**src/rtl/uart_fifo_pkg.sv**
```systemverilog
// uart_fifo_pkg: shared defaults and width helper
// for the UART TX/RX FIFO slice.
package uart_fifo_pkg;

  localparam int DEF_DATA_W = 8;
  localparam int DEF_DEPTH  = 256;

  // fill count must represent 0..depth inclusive
  function automatic int cnt_w_f(input int depth);
    return $clog2(depth + 1);
  endfunction

endpackage

```
**src/rtl/uart_fifo_mem.sv**
```systemverilog
// uart_fifo_mem: 1W/1R storage array for the UART FIFO.
// Read is registered unless UART_FIFO_FWFT_EN is defined.
module uart_fifo_mem
  import uart_fifo_pkg::*;
#(
  parameter int DATA_W = DEF_DATA_W,
  parameter int DEPTH  = DEF_DEPTH,
  parameter int PTR_W  = 8
) (
  input  logic              clk,
  input  logic              rst_n,
  input  logic              i_we,
  input  logic [PTR_W-1:0]  i_waddr,
  input  logic [DATA_W-1:0] i_wdata,
  input  logic              i_re,
  input  logic [PTR_W-1:0]  i_raddr,
  output logic [DATA_W-1:0] o_rdata
);

  logic [DATA_W-1:0] r_mem [DEPTH];

  // storage is never cleared: flush and reset only move pointers
  always_ff @(posedge clk) begin
    if (i_we) r_mem[i_waddr] <= i_wdata;
  end

`ifdef UART_FIFO_FWFT_EN
  logic w_unused;
  assign w_unused = &{1'b0, rst_n, i_re};
  assign o_rdata  = r_mem[i_raddr];
`else
  logic [DATA_W-1:0] r_rdata;

  // popped word is captured and held until the next pop
  always_ff @(posedge clk or negedge rst_n) begin
    if (!rst_n) r_rdata <= '0;
    else if (i_re) r_rdata <= r_mem[i_raddr];
  end

  assign o_rdata = r_rdata;
`endif

endmodule

```
**src/rtl/uart_fifo_ctrl.sv**
```systemverilog
// uart_fifo_ctrl: pointers, fill level, flags, sticky errors.
// Define UART_FIFO_FWFT_EN for first-word-fall-through reads.
module uart_fifo_ctrl
  import uart_fifo_pkg::*;
#(
  parameter int DATA_W = DEF_DATA_W,
  parameter int DEPTH  = DEF_DEPTH,
  parameter int CNT_W  = cnt_w_f(DEPTH)
) (
  input  logic              clk,
  input  logic              rst_n,
  input  logic              flush,
  input  logic              wr_en,
  input  logic [DATA_W-1:0] wr_data,
  input  logic              rd_en,
  output logic [DATA_W-1:0] rd_data,
  output logic              rd_valid,
  input  logic [CNT_W-1:0]  af_thr,
  input  logic [CNT_W-1:0]  ae_thr,
  output logic [CNT_W-1:0]  level,
  output logic              full,
  output logic              empty,
  output logic              almost_full,
  output logic              almost_empty,
  output logic              overflow,
  output logic              underflow,
  input  logic              err_clr
);

  localparam int PTR_W = (DEPTH > 1) ? $clog2(DEPTH) : 1;
  localparam logic [PTR_W-1:0] LAST = PTR_W'(DEPTH - 1);
  localparam logic [CNT_W-1:0] FULL_LVL = CNT_W'(DEPTH);

  logic [PTR_W-1:0] r_wptr;
  logic [PTR_W-1:0] r_rptr;
  logic [CNT_W-1:0] r_level;
  logic             r_ovf;
  logic             r_unf;

  logic w_full;
  logic w_empty;
  logic w_wr_acc;
  logic w_rd_acc;
  logic w_ovf_ev;
  logic w_unf_ev;

  // wrap explicitly so non-power-of-two depths work
  function automatic logic [PTR_W-1:0] f_inc(
    input logic [PTR_W-1:0] p
  );
    return (p == LAST) ? '0 : p + 1'b1;
  endfunction

  assign w_full   = (r_level == FULL_LVL);
  assign w_empty  = (r_level == '0);
  assign w_wr_acc = wr_en & ~w_full;
  assign w_rd_acc = rd_en & ~w_empty;
  assign w_ovf_ev = wr_en & w_full;
  assign w_unf_ev = rd_en & w_empty;

  // pointer, level and sticky-error state; flush beats traffic
  always_ff @(posedge clk or negedge rst_n) begin
    if (!rst_n) begin
      r_wptr  <= '0;
      r_rptr  <= '0;
      r_level <= '0;
      r_ovf   <= 1'b0;
      r_unf   <= 1'b0;
    end else if (flush) begin
      r_wptr  <= '0;
      r_rptr  <= '0;
      r_level <= '0;
      r_ovf   <= 1'b0;
      r_unf   <= 1'b0;
    end else begin
      if (w_wr_acc) r_wptr <= f_inc(r_wptr);
      if (w_rd_acc) r_rptr <= f_inc(r_rptr);
      unique case (1'b1)
        (w_wr_acc & ~w_rd_acc): r_level <= r_level + 1'b1;
        (w_rd_acc & ~w_wr_acc): r_level <= r_level - 1'b1;
        default: ;
      endcase
      r_ovf <= (r_ovf & ~err_clr) | w_ovf_ev;
      r_unf <= (r_unf & ~err_clr) | w_unf_ev;
    end
  end

  uart_fifo_mem #(
    .DATA_W (DATA_W),
    .DEPTH  (DEPTH),
    .PTR_W  (PTR_W)
  ) u_mem (
    .clk     (clk),
    .rst_n   (rst_n),
    .i_we    (w_wr_acc & ~flush),
    .i_waddr (r_wptr),
    .i_wdata (wr_data),
    .i_re    (w_rd_acc & ~flush),
    .i_raddr (r_rptr),
    .o_rdata (rd_data)
  );

`ifdef UART_FIFO_FWFT_EN
  assign rd_valid = ~w_empty;
`else
  logic r_rd_valid;

  // one-cycle strobe marking a freshly popped word
  always_ff @(posedge clk or negedge rst_n) begin
    if (!rst_n) r_rd_valid <= 1'b0;
    else if (flush) r_rd_valid <= 1'b0;
    else r_rd_valid <= w_rd_acc;
  end

  assign rd_valid = r_rd_valid;
`endif

  assign level        = r_level;
  assign full         = w_full;
  assign empty        = w_empty;
  assign almost_full  = (r_level >= af_thr);
  assign almost_empty = (r_level <= ae_thr);
  assign overflow     = r_ovf;
  assign underflow    = r_unf;

endmodule

```
**config.mk**
```make
export PLATFORM = sky130hd
export DESIGN_NAME = uart_fifo_ctrl
export DESIGN_NICKNAME = d
export VERILOG_FILES = /design/src/rtl/uart_fifo_pkg.sv /design/src/rtl/uart_fifo_mem.sv /design/src/rtl/uart_fifo_ctrl.sv
export SDC_FILE = /design/constraint.sdc
export NUM_CORES = 2
export LEC_CHECK = 0
export BUFFER_PORTS_ARGS = -buffer_cell sky130_fd_sc_hd__buf_2
export CAP_MARGIN = 40
export CELL_PAD_IN_SITES_DETAIL_PLACEMENT = 1
export CELL_PAD_IN_SITES_GLOBAL_PLACEMENT = 1
export CORE_AREA = 2 2 371 373
export DETAILED_ROUTE_END_ITERATION = 6
export DIE_AREA = 0 0 373 375
export GPL_TIMING_DRIVEN = 0
export PLACE_DENSITY_LB_ADDON = 0.1
export SYNTH_ARGS = -nofsm -noshare
export SYNTH_HDL_FRONTEND = slang
export SYNTH_SLANG_ARGS = --single-unit
```
**constraint.sdc**
```tcl
create_clock -name clk -period 7.7 [get_ports clk]
set_clock_uncertainty 0.2 [all_clocks]
set_input_delay 1.155 -clock clk [delete_from_list [all_inputs] [get_ports clk]]
set_output_delay 1.155 -clock clk [all_outputs]
set_load 0.02 [all_outputs]
```
==> results.json <==
{
  "status": "complete, no violations",
  "setup_ws_ns": 2.51,
  "synth_cell_types": 63,
  "wirelength_um": 239000,
  "power_mw": 27.6,
  "insertion_delay_ns": 0.84,
  "die_w_um": 373,
  "setup_viol": 0,
  "ant_nets": 0,
  "slew_viol_final": 0,
  "cts.htree.levels": 4,
  "finalCriticalPeriod_ns": 5.19,
  "yosys_warnings": 0,
  "fin_util": 0.669,
  "p_int_mw": 20.1,
  "place_ws_ns": 2.62,
  "r2r_slack_ns": 2.51,
  "pwr-share-clk": 0.341,
  "holdPathEnd": "r_wptr[5]",
  "global_route.usage.total": 0.347,
  "path_depth": 10,
  "design_area_um2": 91200,
  "drive_above_1_share": 0.220,
  "ys_ff_latch": 2084,
  "globalplace.congestion": 0.888,
  "synth_edf_count": 2048,
  "drt_pre_antenna_iters": 5,
  "io_pins": 56,
  "synth_area_per_cell_um2": 20.5,
  "clk_pin_slew_ns": 0.06,
  "cts_buffers": 202,
  "synth_fp_nets": 4003,
  "wire_per_inst_um": 38.1,
  "whs_path_depth": 1,
  "clockBufferDepth": 3,
  "syn_area_um2": 81000,
  "clock_sinks": 2084,
  "die_area_um2": 140000,
  "cp-start-kind": "flop",
  "die_h_um": 375,
  "worst_pin_slew_ns": 1.06,
  "swShare": 0.273,
  "path_delay_family": "buffers and inverters",
  "critPathRequiredTime_ns": 8.22,
  "placed_area_um2": 84900,
  "dp_hpwl_um": 159000,
  "nets": 4366,
  "drt_iter0_markers": 6421,
  "syn_inst": 3945,
  "synth_flop_cell": "edfxtp_1",
  "p_switching_mw": 7.55,
  "leakage_nw": 28.0,
  "initial_core_util": 0.594,
  "power_density_nw_per_um2": 303,
  "hold_viol": 0,
  "gr-total-overflow": 0,
  "rsz0062_at_grt": "no",
  "crit_arrival_ns": 5.71,
  "cts_setup_buffers": 0,
  "antenna_found_initial": 12,
  "combPwrFrac": 0.202,
  "crit_slowest_cell": "a211oi_1",
  "cts.root.buffer_cell": "clkbuf_16",
  "power_frac_seq": 0.457,
  "async_flop_share": 0.0173,
  "core_um2": 136000,
  "drt-vias-per-instance": 6.97,
  "critPathCaptureType": "flop",
  "slowest_delay_ns": 0.84,
  "grt_pass1_wl_um": 338000,
  "portBuffers": 54,
  "period_share": 0.675,
  "cts_resized": 0,
  "grt_pass1_vias": 44590,
  "slew_headroom": 0.295,
  "grt_max_degree": 153,
  "crit_fanout": 10,
  "drv_cap": 0,
  "drc": 0,
  "worstReg2RegEnd": "u_mem.o_rdata[6]",
  "min_from": "r_wptr[5]",
  "hp-class": "flop to flop",
  "worstRegToRegCells": 10,
  "cp_cell_sequence": "buf_2, clkbuf_1, nand3b_1, buf_1, clkbuf_1, o221ai_1, a211oi_1, a211oi_1, nand3_1, nand4_1",
  "vias": 43670,
  "synth_seq_area_share": 0.770,
  "holdBufCountCts": 1,
  "path_class": "flop to flop",
  "whs_ns": 0.404,
  "irDropWorstVdd_v": 0.000239,
  "fillers": 10847,
  "cts_tree": "done",
  "dp.cells": 5889,
  "row_count": 136,
  "path_buf_inv": 4,
  "fmax_ghz": 0.193,
  "syn_to_final_growth_pct": 12.5,
  "worstReg2RegStart": "r_rptr[0]",
  "stdcell_count": 6269,
  "tns_ns": 0
}
## worst max path at each step
stage	slack, ns	to	startpoint
3_3_place_gp	1.89	u_mem.r_mem[61][3]	wr_data[3]
6_report	2.51	u_mem.o_rdata[6]	r_rptr[0]
4_1_cts	2.71	u_mem.o_rdata[6]	r_rptr[0]
3_5_place_dp	2.62	u_mem.r_mem[181][2]	wr_en
2_1_floorplan	3.51	almost_empty	ae_thr[1]
5_1_grt	2.44	u_mem.o_rdata[3]	r_rptr[0]
## kinds of logic after synthesis
| family | synth area share |
|---|---|
| AO/OA/AOI/OAI | 0.0353 |
| AND/OR/NAND/NOR | 0.0295 |
| XOR/XNOR | 0.00162 |
| flip-flops | 0.770 |
| buffers and inverters | 0.0140 |
| adder cells (fa/ha/maj) | 0.00402 |
| multiplexers | 0.145 |
## sequential cells by signal, summed over array words and instances, names as in the netlist
register	count
r_rptr	8
u_mem.o_rdata	8
overflow	1
level	9
rd_valid	1
u_mem.r_mem	2048
underflow	1
r_wptr	8
## layout make-up
cell class | instances | area, um2 | area share
Clock inverter | 122 | 805 | 0.00883
Multi-Input combinational cell | 1591 | 17500 | 0.192
Tap cell | 1794 | 2240 | 0.0246
Inverter | 27 | 104 | 0.00114
Buffer | 243 | 1030 | 0.0113
Antenna cell | 3 | 7.51 | 0.0000824
Timing Repair Buffer | 159 | 1720 | 0.0188
Clock buffer | 246 | 5350 | 0.0587
Sequential cell | 2084 | 62400 | 0.685
## power by group through the flow
stage	logic (mW)	registers, mW	clock network, mW
finish	5.58	12.6	9.41
global placement	5.22	12.9	0
floorplan	3.37	12.8	0
detailed placement	5.49	12.8	0
CTS	5.55	12.6	9.44
global route	5.80	12.6	9.83
## per-layer routing
metal / routed length [um] / global-route usage / vias up / part of all wire
met1: 92000 / 0.497 / 23158 / 0.39
met3: 26600 / 0.0846 / 471 / 0.11
met5: 62 / 0 / - / 0.00026
met2: 110000 / 0.526 / 2892 / 0.46
li1: - / - / 17139 / -
met4: 9840 / 0.134 / 10 / 0.041
## synth_stat cells (3+ instances only)
library cell	instances	area, um2
nand2b_1	4	25.0
or3_1	7	43.8
o41ai_1	3	26.3
a221oi_1	7	61.3
o21ai_0	30	150
clkbuf_1	141	529
buf_2	72	360
o2111ai_1	8	70.1
o221ai_1	42	368
a211o_1	9	78.8
xnor2_1	9	78.8
a22oi_1	143	1070
a31oi_1	12	75.1
a21oi_1	74	370
o31ai_1	3	22.5
and2_1	3	18.8
dfrtp_1	36	901
nand2_1	93	349
nor2_1	297	1110
buf_1	26	97.6
mux2i_1	131	1310
xor2_1	6	52.6
a22o_1	8	70.1
o22ai_1	24	150
nor2b_1	14	87.6
ha_1	26	325
o21a_1	4	30.0
and4_1	7	61.3
nand3_1	87	435
mux4_2	464	10500
a211oi_1	18	135
nor3_1	6	30.0
inv_1	26	97.6
a21o_1	3	22.5
buf_6	3	33.8
nand4_1	18	113
edfxtp_1	2048	61500
## cell usage in the layout, fill, tap and decap left out, types with 6 or more instances in the layout
master and count:
edfxtp_1 2048, mux4_2 464, nor2_1 296, clkbuf_16 208, clkbuf_1 178, a22oi_1 143, mux2i_1 131, buf_2 122
nand2_1 93, nand3_1 87, a21oi_1 74, clkinv_1 63, buf_8 43, o221ai_1 42, clkinv_2 39, dfrtp_1 36
buf_6 32, o21ai_0 30, buf_4 27, inv_1 26, ha_1 26, buf_1 25, o22ai_1 24, nand4_1 18
a211oi_1 18, nor2b_1 14, a31oi_1 12, buf_16 10, xnor2_1 9, a211o_1 9, bufinv_16 9, a22o_1 8
o2111ai_1 8, inv_6 8, or3_1 7, and4_1 7, a221oi_1 7, xor2_1 6
(Power assumes the default switching activity.)
